**config.mk**
```make
export PLATFORM = sky130hd
export DESIGN_NAME = pe_mac_array_cell
export DESIGN_NICKNAME = d
export VERILOG_FILES = /design/src/rtl/pe_mac_array_cell.sv
export SDC_FILE = /design/constraint.sdc
export NUM_CORES = 1
export LEC_CHECK = 0
export ABC_AREA = 1
export BUFFER_PORTS_ARGS = -buffer_cell sky130_fd_sc_hd__buf_4
export CORE_MARGIN = 1
export CORE_UTILIZATION = 54
export CTS_BUF_LIST = sky130_fd_sc_hd__clkbuf_16
export DETAILED_ROUTE_END_ITERATION = 10
export PLACE_DENSITY = 0.84
export SLEW_MARGIN = 30
export SYNTH_ARGS = -nofsm -noshare
export SYNTH_HDL_FRONTEND = slang
export SYNTH_SLANG_ARGS = --single-unit
```
**constraint.sdc**
```tcl
create_clock -name clk -period 5.15 [get_ports clk]
set_clock_uncertainty 0.15 [all_clocks]
set_input_delay 0.7725 -clock clk [delete_from_list [all_inputs] [get_ports clk]]
set_output_delay 0.7725 -clock clk [all_outputs]
set_load 0.005 [all_outputs]
```
**src/rtl/pe_mac_array_cell.sv**
```systemverilog
// Signed multiply-accumulate processing element for the weight-stationary systolic array.
// Runs as a stand-alone MAC (SINGLE) or as an array cell chaining partial sums (SA).
module pe_mac_array_cell #(
  parameter int unsigned DATA_W = 8,
  parameter int unsigned ACC_W  = 20
) (
  input  logic              clk,
  input  logic              rst,
  input  logic [1:0]        mode_i,
  input  logic              in_valid,
  input  logic [DATA_W-1:0] in_data,
  input  logic [DATA_W-1:0] in_filter,
  input  logic [ACC_W-1:0]  psum_i,
  input  logic              acc_clr,
  output logic [DATA_W-1:0] in_data_o,
  output logic              in_valid_o,
  output logic [ACC_W-1:0]  psum_o,
  output logic [ACC_W-1:0]  pe_out,
  output logic              out_valid,
  output logic              sat
);

  localparam int unsigned PROD_W = 2 * DATA_W;
  localparam int unsigned SUM_W  = ACC_W + 1;

  localparam logic [1:0] MODE_SINGLE = 2'd0;
  localparam logic [1:0] MODE_SA     = 2'd1;
  localparam logic [1:0] MODE_LOAD   = 2'd2;

  localparam logic [ACC_W-1:0] ACC_MAX = {1'b0, {(ACC_W-1){1'b1}}};
  localparam logic [ACC_W-1:0] ACC_MIN = {1'b1, {(ACC_W-1){1'b0}}};

  logic signed [DATA_W-1:0] weight_q;
  logic signed [ACC_W-1:0]  acc_q;

  logic signed [DATA_W-1:0] data_s_c;
  logic signed [DATA_W-1:0] operand_c;
  logic signed [PROD_W-1:0] prod_c;
  logic signed [ACC_W-1:0]  prod_ext_c;
  logic signed [ACC_W-1:0]  base_c;
  logic signed [SUM_W-1:0]  sum_c;
  logic                     ovf_c;
  logic [ACC_W-1:0]         sum_sat_c;

  logic [DATA_W-1:0] weight_d;
  logic [ACC_W-1:0]  acc_d;
  logic [ACC_W-1:0]  psum_d;
  logic [DATA_W-1:0] fwd_data_d;
  logic              fwd_valid_d;
  logic [ACC_W-1:0]  pe_out_d;
  logic              out_valid_d;
  logic              sat_d;

  // Shared multiplier and saturating adder; the addend base depends on the mode.
  // A clear in SINGLE mode zeroes the base so the same adder performs clear-and-load.
  always_comb begin
    data_s_c   = $signed(in_data);
    operand_c  = (mode_i == MODE_SINGLE) ? $signed(in_filter) : weight_q;
    prod_c     = PROD_W'(data_s_c) * PROD_W'(operand_c);
    prod_ext_c = ACC_W'(prod_c);
    if (mode_i == MODE_SA) begin
      base_c = $signed(psum_i);
    end else if (acc_clr) begin
      base_c = '0;
    end else begin
      base_c = acc_q;
    end
    sum_c = SUM_W'(base_c) + SUM_W'(prod_ext_c);
    ovf_c = sum_c[SUM_W-1] ^ sum_c[SUM_W-2];
    if (ovf_c) begin
      sum_sat_c = sum_c[SUM_W-1] ? ACC_MIN : ACC_MAX;
    end else begin
      sum_sat_c = sum_c[ACC_W-1:0];
    end
  end

  // Next-state selection; IDLE falls through with every register holding.
  always_comb begin
    weight_d    = weight_q;
    acc_d       = acc_q;
    psum_d      = psum_o;
    fwd_data_d  = in_data_o;
    fwd_valid_d = in_valid_o;
    pe_out_d    = pe_out;
    out_valid_d = 1'b0;
    sat_d       = sat;

    if (acc_clr) begin
      acc_d = '0;
      sat_d = 1'b0;
    end

    case (mode_i)
      MODE_SINGLE: begin
        fwd_data_d  = in_data;
        fwd_valid_d = in_valid;
        if (in_valid) begin
          acc_d       = sum_sat_c;
          pe_out_d    = sum_sat_c;
          sat_d       = sat_d | ovf_c;
          out_valid_d = 1'b1;
        end
      end
      MODE_SA: begin
        fwd_data_d  = in_data;
        fwd_valid_d = in_valid;
        if (in_valid) begin
          psum_d      = sum_sat_c;
          pe_out_d    = sum_sat_c;
          sat_d       = sat_d | ovf_c;
          out_valid_d = 1'b1;
        end
      end
      MODE_LOAD: begin
        fwd_data_d  = in_data;
        fwd_valid_d = in_valid;
        if (in_valid) begin
          weight_d    = in_filter;
          pe_out_d    = ACC_W'($signed(in_filter));
          out_valid_d = 1'b1;
        end
      end
      default: ;
    endcase
  end

  always_ff @(posedge clk or posedge rst) begin
    if (rst) begin
      weight_q   <= '0;
      acc_q      <= '0;
      psum_o     <= '0;
      in_data_o  <= '0;
      in_valid_o <= 1'b0;
      pe_out     <= '0;
      out_valid  <= 1'b0;
      sat        <= 1'b0;
    end else begin
      weight_q   <= weight_d;
      acc_q      <= acc_d;
      psum_o     <= psum_d;
      in_data_o  <= fwd_data_d;
      in_valid_o <= fwd_valid_d;
      pe_out     <= pe_out_d;
      out_valid  <= out_valid_d;
      sat        <= sat_d;
    end
  end

endmodule

```
* After elaboration in Yosys (flattened, before gate mapping)
Index checks and enable logic that the tools add are counted.
W data, S select, Z words.
** Word-level totals
- Register bits after elaboration :: 79
- Bits of input ports :: 42
- Word-level logic and storage cells :: 38
** Cells by class
- Add/subtract/negate cells :: 1
- $mul :: 1
- Equality and inequality tests :: 4
- Multiplexer cells :: 15
- Bitwise gates (word level) :: 2
- Reduce and logical (&&, ||, !) cells :: 7
** Operators with widths (count)
- $mux W20 :: 8
- $pmux W20 S2 :: 1
- $add A20 B16 Y21 :: 1
- $mul A8 B8 Y16 :: 1
- $mux W8 :: 1
- $mux W1 :: 5
- $reduce_and A2 Y1 :: 2
- $reduce_and A3 Y1 :: 1
- $reduce_or A3 Y1 :: 1
- $eq A2 B1 Y1 const B :: 1
- $eq A2 B2 Y1 const B :: 1
- $logic_not A2 Y1 :: 1
- $ne A2 B1 Y1 const B :: 1
- $ne A2 B2 Y1 const B :: 1
- $reduce_bool A2 Y1 :: 1
- $reduce_or A2 Y1 :: 1
- $or A1 B1 Y1 :: 1
- $xor A1 B1 Y1 :: 1

* Longest topological paths before layout
Gate-level depths: netlist of run 1.
- Word-level depth :: 8
- Gate-level depth with buffers :: 30

* Least setup slack after synthesis of run 1
Ideal clock, no wire load.
- Path kind :: input to register
- From :: input port mode_i[1]
- To :: register pe_out[5]
- Library setup time :: 121 ps
- Data arrival time :: 5905 ps
- Required time :: 4879 ps
- Path slack :: -1026 ps
- Stages on the path :: 28
- Buffers on the path :: 2
- Cells stage by stage :: nor2_1 -> clkbuf_1 -> nand2_1 -> o21ai_0 -> nor2_1 -> inv_1 -> fa_1 -> fa_1 -> inv_1 -> fa_1 -> inv_1 -> fa_1 -> inv_1 -> ha_1 -> ha_1 -> nand2_1 -> nand2_1 -> nand3_1 -> nand2_1 -> a21oi_1 -> nand3_1 -> nand2_2 -> nand2_2 -> buf_6 -> nand2_1 -> nand2_1 -> o21ai_1 -> nand2_1
** On the way
- Word-level cells in the longest chain between the ends :: 8
- Elaborated cells on any way between the ends :: 17
- Classes of those cells :: add/sub (1); mul (1); eq/ne (4); mux (6); bitwise (1); reduce/logical (4)
** RTL lines
- start: declaration :: line 9 : input logic [1:0] mode_i,
- $logic_not A2 Y1 :: line 58, 93
- $mux W8 :: line 58 : operand_c = (mode_i == MODE_SINGLE) ? $signed(in_filter) : weight_q;
- $mul A8 B8 Y16 :: line 59 : prod_c = PROD_W'(data_s_c) * PROD_W'(operand_c);
- $add A20 B16 Y21 :: line 68 : sum_c = SUM_W'(base_c) + SUM_W'(prod_ext_c);
- $mux W20 or $xor A1 B1 Y1 (tied branches) :: line 71, 69
- $mux W20 :: line 70 : if (ovf_c) begin
- $mux W20 :: line 97, 107
- $pmux W20 S2 :: line 93 : case (mode_i)
- end signal: assignment :: line 143 : pe_out <= pe_out_d;
- end: declaration :: line 18 : output logic [ACC_W-1:0] pe_out,
Several ways; a longest one is shown, not always the timed one. The select of a mux whose other input is x is not followed.
A chain may end at the register's enable or synchronous reset.

* Final worst setup path of run 1
- From :: input port mode_i[0]
- To :: register acc_q[4]
** On the way
- Word-level cells in the longest chain between the ends :: 8
- Elaborated cells on any way between the ends :: 11
- Classes of those cells :: add/sub (1); mul (1); eq/ne (1); mux (6); bitwise (1); reduce/logical (1)
** RTL lines
- $logic_not A2 Y1 :: line 58, 93
- $mux W8 :: line 58
- $mul A8 B8 Y16 :: line 59
- $add A20 B16 Y21 :: line 68
- $mux W20 or $xor A1 B1 Y1 (tied branches) :: line 71, 69
- $mux W20 :: line 70
- $mux W20 :: line 97 : if (in_valid) begin
- $mux W20 (*) :: line 93
- named net acc_d[4] :: line 46 : logic [ACC_W-1:0] acc_d;
- end signal: assignment :: line 130 : acc_q <= '0;
- end signal: assignment :: line 139 : acc_q <= acc_d;
- end: declaration :: line 34 : logic signed [ACC_W-1:0] acc_q;
Mark *: on every way through the listed nets, which the timed path passes. The rest lies on a longest branch.

==> results of run 1 <==
-- flip-flops by register name, summed over array words and instances (netlist names) --
name        count
acc_q          20
pe_out         20
psum_o         20
in_data_o       8
weight_q        8
in_valid_o      1
out_valid       1
sat             1
-- cells in the mapped netlist (all sizes together) --
master    n
fa       92
dfrtp    79
a21o      1
clkbuf   18
nand3    24
inv     174
nor2     80
a21oi    42
nand4     1
clkinv    2
nor3      1
and2      3
nand2   323
o21ai    58
o21bai    3
o21a      4
buf       6
xor2     11
ha       48
mux2      1
-- metal layers --
metal	vias up	wire (µm)
met5	-	0
met4	0	2800
met3	279	3340
met2	775	14600
met1	4002	10200
li1	3431	-
-- kinds of logic after synthesis --
logic type                 synth area share
and+or+nand+nor                       0.224
buffers and inverters                 0.104
adders and majority gates             0.322
AOI/OAI and AO/OA                    0.0750
DFF                                   0.261
xor gates and xnor gates             0.0127
muxes                               0.00149
-- area by class of cell --
type | count | area share
Tap cell | 176 | 0.0196
Inverter | 176 | 0.0596
Timing Repair Buffer | 260 | 0.192
Sequential cell | 79 | 0.176
Multi-Input combinational cell | 695 | 0.527
Clock buffer | 9 | 0.0200
Clock inverter | 7 | 0.00579
-- through the flow --
stage	util	hold WS [ps]	std cells	area [µm²]
finish	0.836	322	1402	11200
CTS	0.795	334	1383	10700
floorplan	-	298	971	7730
global route	0.836	356	1402	11200
global placement	0.709	315	1344	9540
detailed placement	0.709	317	1344	9540
-- final timing paths --
check / startpoint / to / slack [ps] / depth (start not counted)
worst max-delay path: mode_i[0] / acc_q[4]$_DFF_PP0_ / -1010 / 27
worst min-delay path: rst / weight_q[2]$_DFFE_PP0P_ / 320 / 2
worst max register to register: weight_q[0]$_DFFE_PP0P_ / acc_q[4]$_DFF_PP0_ / -600 / 22
worst min register to register: psum_o[14]$_DFFE_PP0P_ / psum_o[14]$_DFFE_PP0P_ / 350 / 2
max in group asynchronous: rst / acc_q[18]$_DFF_PP0_ / 3500 / 3
min in group clk: psum_o[14]$_DFFE_PP0P_ / psum_o[14]$_DFFE_PP0P_ / 350 / 2
-- worst register-to-register path, stage by stage, from the launching register on --
cell,delay (ps)
dfrtp_1,420
o21ai_4,340
nor2_4,100
buf_4,140
buf_4,130
fa_1,530
fa_1,460
fa_1,530
fa_1,570
fa_2,470
ha_4,200
nand2_1,120
nand2_2,110
a21oi_4,210
nand2_4,80
nand2_4,100
nand3_2,130
nand2_8,190
nand2_8,130
nand2_1,220
nand2_4,100
o21ai_1,150
inv_1,60
-- timing repair --
action,in CTS,in global routing
resized for setup,130,111
endpoints found under the setup margin,61,61
gates cloned,4,3
hold buffers,0,0
buffers inserted,19,18
pin swaps,49,67
-- cell usage in the layout (no fill, tap or decap), types with 7 or more instances in the layout --
cell type / instances
nor2_1: 68
ha_4: 25
inv_2: 19
o21ai_2: 15
buf_6: 7
nand2_4: 27
fa_1: 85
nand3_2: 11
nand2_2: 44
o21ai_1: 17
o21ai_0: 24
nand2_8: 11
inv_1: 153
xor2_1: 11
dfrtp_1: 79
buf_4: 239
ha_1: 23
a21oi_1: 28
clkbuf_16: 9
nand3_1: 13
buf_12: 8
fa_2: 7
nor2_4: 7
a21oi_2: 9
nand2_1: 244
==> impl_metrics.py, run 1 <==
metrics = {
    "die": {
        "initial_utilization": 0.563,
        "core_mm2": 0.0135,
        "number_of_standard_cell_rows_in_the_floorplan": 42,
        "floorplan.io_pins": 93,
        "die_y_um": 120,
        "die_area_mm2": 0.0145,
        "die_width_um": 120,
    },
    "clock_network": {
        "insertion_delay_ps": 360,
        "clock-root-buffer": "clkbuf_16",
        "cts.clk_slew.worst_paths_ps": 70,
        "cts_tree": "done",
        "numCtsBuffers": 9,
        "clk_path_buf_depth": 2,
        "numClockSinks": 79,
        "clock_tree.htree_level_count": 3,
    },
    "yosys": {
        "synth.ff_latch_count": 79,
        "synth_nets": 1153,
        "syn-mean-instance-area_um2": 7.80,
        "synth.yosys.warnings": 0,
        "netlist_top_cells_area": "dfrtp_1, fa_1, nand2_1",
        "synth_area_leader_cell": "dfrtp_1",
        "synth.cell_area_mm2": 0.00757,
        "synth-seq-area-share": 0.261,
        "synth_top_cell_area_share": 0.261,
        "netlist-cell-type-count": 27,
        "synth_cells": 971,
    },
    "run_status": {
        "failing_checks": "setup timing",
        "status": "finished, violations left",
    },
    "global_routing": {
        "first_global_vias": 8417,
        "groute.layer.met1.usage": 0.452,
        "gr-total-overflow": 0,
        "grt.total_usage": 0.381,
        "grt.busiest_layer": "met2",
        "grt_start_max_net_pins": 48,
        "groute.layer.met2.usage": 0.651,
        "initial_antenna_violation_count": 0,
        "grt_first_pass_wirelength_mm": 42.0,
        "grt_util_met3": 0.0675,
    },
    "timing": {
        "fin_tns_setup_ps": -52610,
        "final_critical_path_setup_slack_ps": -1010,
        "period_utilization": 1.20,
        "slew_violations": 0,
        "rsz0062_at_grt": "yes",
        "min_period_ps": 6160,
        "timing_hold_violations_final": 0,
        "timing.slew.headroom": 0.431,
        "max_freq_ghz": 0.162,
        "setup_viol_count_final": 61,
        "max_slew.worst_pin.slew_ps": 853,
    },
    "finish": {
        "diodes": 0,
        "nets": 1403,
        "multi_input_comb_area_mm2": 0.00593,
        "post_route_cells_drive_above_1_share": 0.383,
        "number_of_fillers_in_the_final_layout": 695,
        "sequential_cell_area_mm2": 0.00198,
        "area_growth_syn_to_layout_pct": 48.5,
    },
    "place": {
        "gp_congestion": 0.915,
        "detailed_place_hpwl_mm": 16.7,
        "place.port_buffers": 92,
        "post-place-ws_ps": -1380,
    },
    "min_path": {
        "min_path_type": "in2async",
    },
    "routing": {
        "final_antenna_net_count": 0,
        "wl_per_cell_um": 22.1,
        "dr.pass1.iters": 7,
        "number_of_vias_per_cell_after_detailed_routing": 6.05,
        "drc": 0,
        "routed-via-count": 8487,
        "drt_iter0_markers": 1409,
        "wirelength_mm": 30.9,
    },
    "setup_path": {
        "crit_path_start_kind": "primary input",
        "crit_path_frequent_cell": "nand2_1",
        "timing.critical_path.buf_inv": 7,
        "worst-endpoint-arrival_ps": 6250,
        "worst_path_largest_cell_delay_ps": 560,
        "worstPathRequired_ps": 5250,
        "slowest_stage_cell_crit_path": "fa_1",
        "worst-path-max-fanout": 7,
        "critical-path-top-delay-family": "adder cells",
        "timing.setup.critical_path_class": "in2reg",
        "timing.critical_path.to_type": "flop",
    },
    "flow_run": {
        "max_cap_violations": 0,
    },
}
Power of run 1 is left out: the tool's default activity adds up to more than one toggle a clock period on the data nets, which glitch-free logic cannot reach.
==> inputs of run 2 (changes only) <==
--- a/config.mk
+++ b/config.mk
@@ -8,5 +8,4 @@
 export ABC_AREA = 1
 export BUFFER_PORTS_ARGS = -buffer_cell sky130_fd_sc_hd__buf_4
-export CORE_MARGIN = 1
 export CORE_UTILIZATION = 54
 export CTS_BUF_LIST = sky130_fd_sc_hd__clkbuf_16
==> constraint.sdc (replaced) <==
create_clock -name clk -period 5.15 [get_ports clk]
set_clock_uncertainty 0.15 [all_clocks]
set_input_delay 1.2875 -clock clk [delete_from_list [all_inputs] [get_ports clk]]
set_output_delay 1.2875 -clock clk [all_outputs]
set_load 0.005 [all_outputs]
==> run 2 against run 1 <==
Highest routed layer unchanged. Fmax fell by 6.6%. Sequential share of layout area rose by 0.24 points. The run still ends with setup timing left. Register-to-register slack improved by 70 ps. Worst hold slack improved by 37 ps.
==> impl_metrics.py, run 2 (synthesized netlist as in run 1, its figures left out) <==
metrics = {
    "clock_network": {
        "clock_tree.htree_level_count": 3,
        "cts_tree": "done",
        "clk_path_buf_depth": 2,
        "cts.clk_slew.worst_paths_ps": 60,
        "numCtsBuffers": 9,
        "clock-root-buffer": "clkbuf_16",
        "insertion_delay_ps": 350,
        "numClockSinks": 79,
    },
    "finish": {
        "sequential_cell_area_mm2": 0.00198,
        "diodes": 0,
        "number_of_fillers_in_the_final_layout": 717,
        "layout.cells.non_filler": 1389,
        "post_route_cells_drive_above_1_share": 0.385,
        "layout.cells.most_common": "nand2_1",
        "multi_input_comb_area_mm2": 0.00579,
        "nets": 1390,
        "area_growth_syn_to_layout_pct": 46.4,
        "reg_top3": "acc_q x20, pe_out x20, psum_o x20",
        "most_used_cells_in_the_layout_excluding_fill_and_tap_cells": "nand2_1, buf_4, inv_1, fa_1, dfrtp_1",
    },
    "setup_path": {
        "worstPathRequired_ps": 5270,
        "crit_path_start_kind": "primary input",
        "worst-endpoint-arrival_ps": 6710,
        "worst-path-max-fanout": 7,
        "timing.critical_path.to_type": "flop",
        "timing.reg2reg.worst_path_depth": 22,
        "timing.setup.critical_path_class": "in2reg",
    },
    "timing": {
        "min_period_ps": 6590,
        "slew_violations": 0,
        "final_critical_path_setup_slack_ps": -1440,
        "max_slew.worst_pin.slew_ps": 841,
        "timing_hold_violations_final": 0,
        "rsz0062_at_grt": "yes",
        "timing.slew.headroom": 0.439,
        "period_utilization": 1.28,
        "setup_viol_count_final": 61,
        "max_freq_ghz": 0.152,
    },
    "routing": {
        "routed-via-count": 8266,
        "final_antenna_net_count": 0,
        "drc": 0,
        "number_of_vias_per_cell_after_detailed_routing": 5.95,
        "dr.pass1.iters": 8,
        "drt_iter0_markers": 1090,
        "wirelength_mm": 29.5,
        "wl_per_cell_um": 21.2,
    },
    "global_routing": {
        "grt_first_pass_wirelength_mm": 35.7,
        "gr-total-overflow": 0,
        "grt_start_max_net_pins": 47,
        "first_global_vias": 7527,
        "initial_antenna_violation_count": 0,
        "grt.total_usage": 0.319,
    },
    "die": {
        "initial_utilization": 0.563,
        "number_of_standard_cell_rows_in_the_floorplan": 42,
        "die_y_um": 120,
        "core_mm2": 0.0135,
        "floorplan.io_pins": 93,
        "die_area_mm2": 0.0145,
        "die_width_um": 120,
    },
    "place": {
        "place.port_buffers": 92,
        "place.detailed.instances": 1353,
        "detailed_place_hpwl_mm": 16.8,
        "gp_congestion": 0.925,
    },
    "min_path": {
        "min_path_type": "reg2reg",
        "worstHoldPathCells": 2,
    },
    "run_status": {
        "status": "finished, violations left",
        "failing_checks": "setup timing",
    },
    "flow_run": {
        "max_cap_violations": 0,
    },
}
run 2: what timing repair did:
action | in CTS | in global routing
setup endpoints to repair | 61 | 61
setup buffers | 4 | 10
cloned | 1 | 5
pin swaps | 19 | 40
hold buffers | 0 | 0
gates resized for setup | 65 | 176
run 2: through the flow:
stage	utilization	instance area, µm²	TNS, ps	setup WS, ps	hold slack (ps)
final	0.824	11100	-77050	-1440	358
after global routing	0.824	11100	-83620	-1780	365
after CTS	0.763	10300	-57840	-1020	344
after detailed placement	0.713	9600	-103100	-1810	326
after global placement	0.713	9600	-95080	-1680	311
after floorplan	-	7730	-68620	-1190	298
run 2: worst paths after layout:
check	slack (ps)	end	startpoint
max	-1440	pe_out[14]$_DFFE_PP0P_	mode_i[1]
min	360	psum_o[8]$_DFFE_PP0P_	psum_o[8]$_DFFE_PP0P_
max reg2reg	-530	pe_out[14]$_DFFE_PP0P_	weight_q[0]$_DFFE_PP0P_
min reg2reg	360	psum_o[8]$_DFFE_PP0P_	psum_o[8]$_DFFE_PP0P_
max in group asynchronous	2970	pe_out[14]$_DFFE_PP0P_	rst
min in group asynchronous	940	weight_q[5]$_DFFE_PP0P_	rst
run 2: area by class of cell:
cell class | instances | share of cell area
clock inverter | 7 | 0.0107
timing repair buffer | 250 | 0.188
tap | 176 | 0.0199
clock buffer | 9 | 0.0203
multi-input combinational | 692 | 0.522
inverter | 176 | 0.0609
sequential | 79 | 0.178
run 2: critical path, stage by stage:
cell     delay (ps)
buf_12          110
nor2_4          140
buf_12          140
buf_4           120
nand2_1          40
o21a_2          150
inv_2           110
nor2_1           50
buf_4           150
fa_1            480
inv_1            60
fa_1            510
inv_1            70
fa_1            610
fa_1            490
ha_4            270
ha_4            280
nand2_1         100
buf_4           160
nor2_2          180
nand3_1         220
nand3_1         180
xor2_1          310
nand2_2         130
nand2_4         100
nand2_1          60
a21oi_1         170
run 2: metal layers:
metal / share of wire / vias up / GRT usage / wire length (µm)
met4: 0.082 / 0 / 0.122 / 2410
met2: 0.49 / 647 / 0.559 / 14500
met3: 0.092 / 253 / 0.0467 / 2700
li1: - / 3404 / - / -
met5: 0 / - / 0 / 0
met1: 0.33 / 3962 / 0.398 / 9810
Power of run 2 is left out for the same reason.
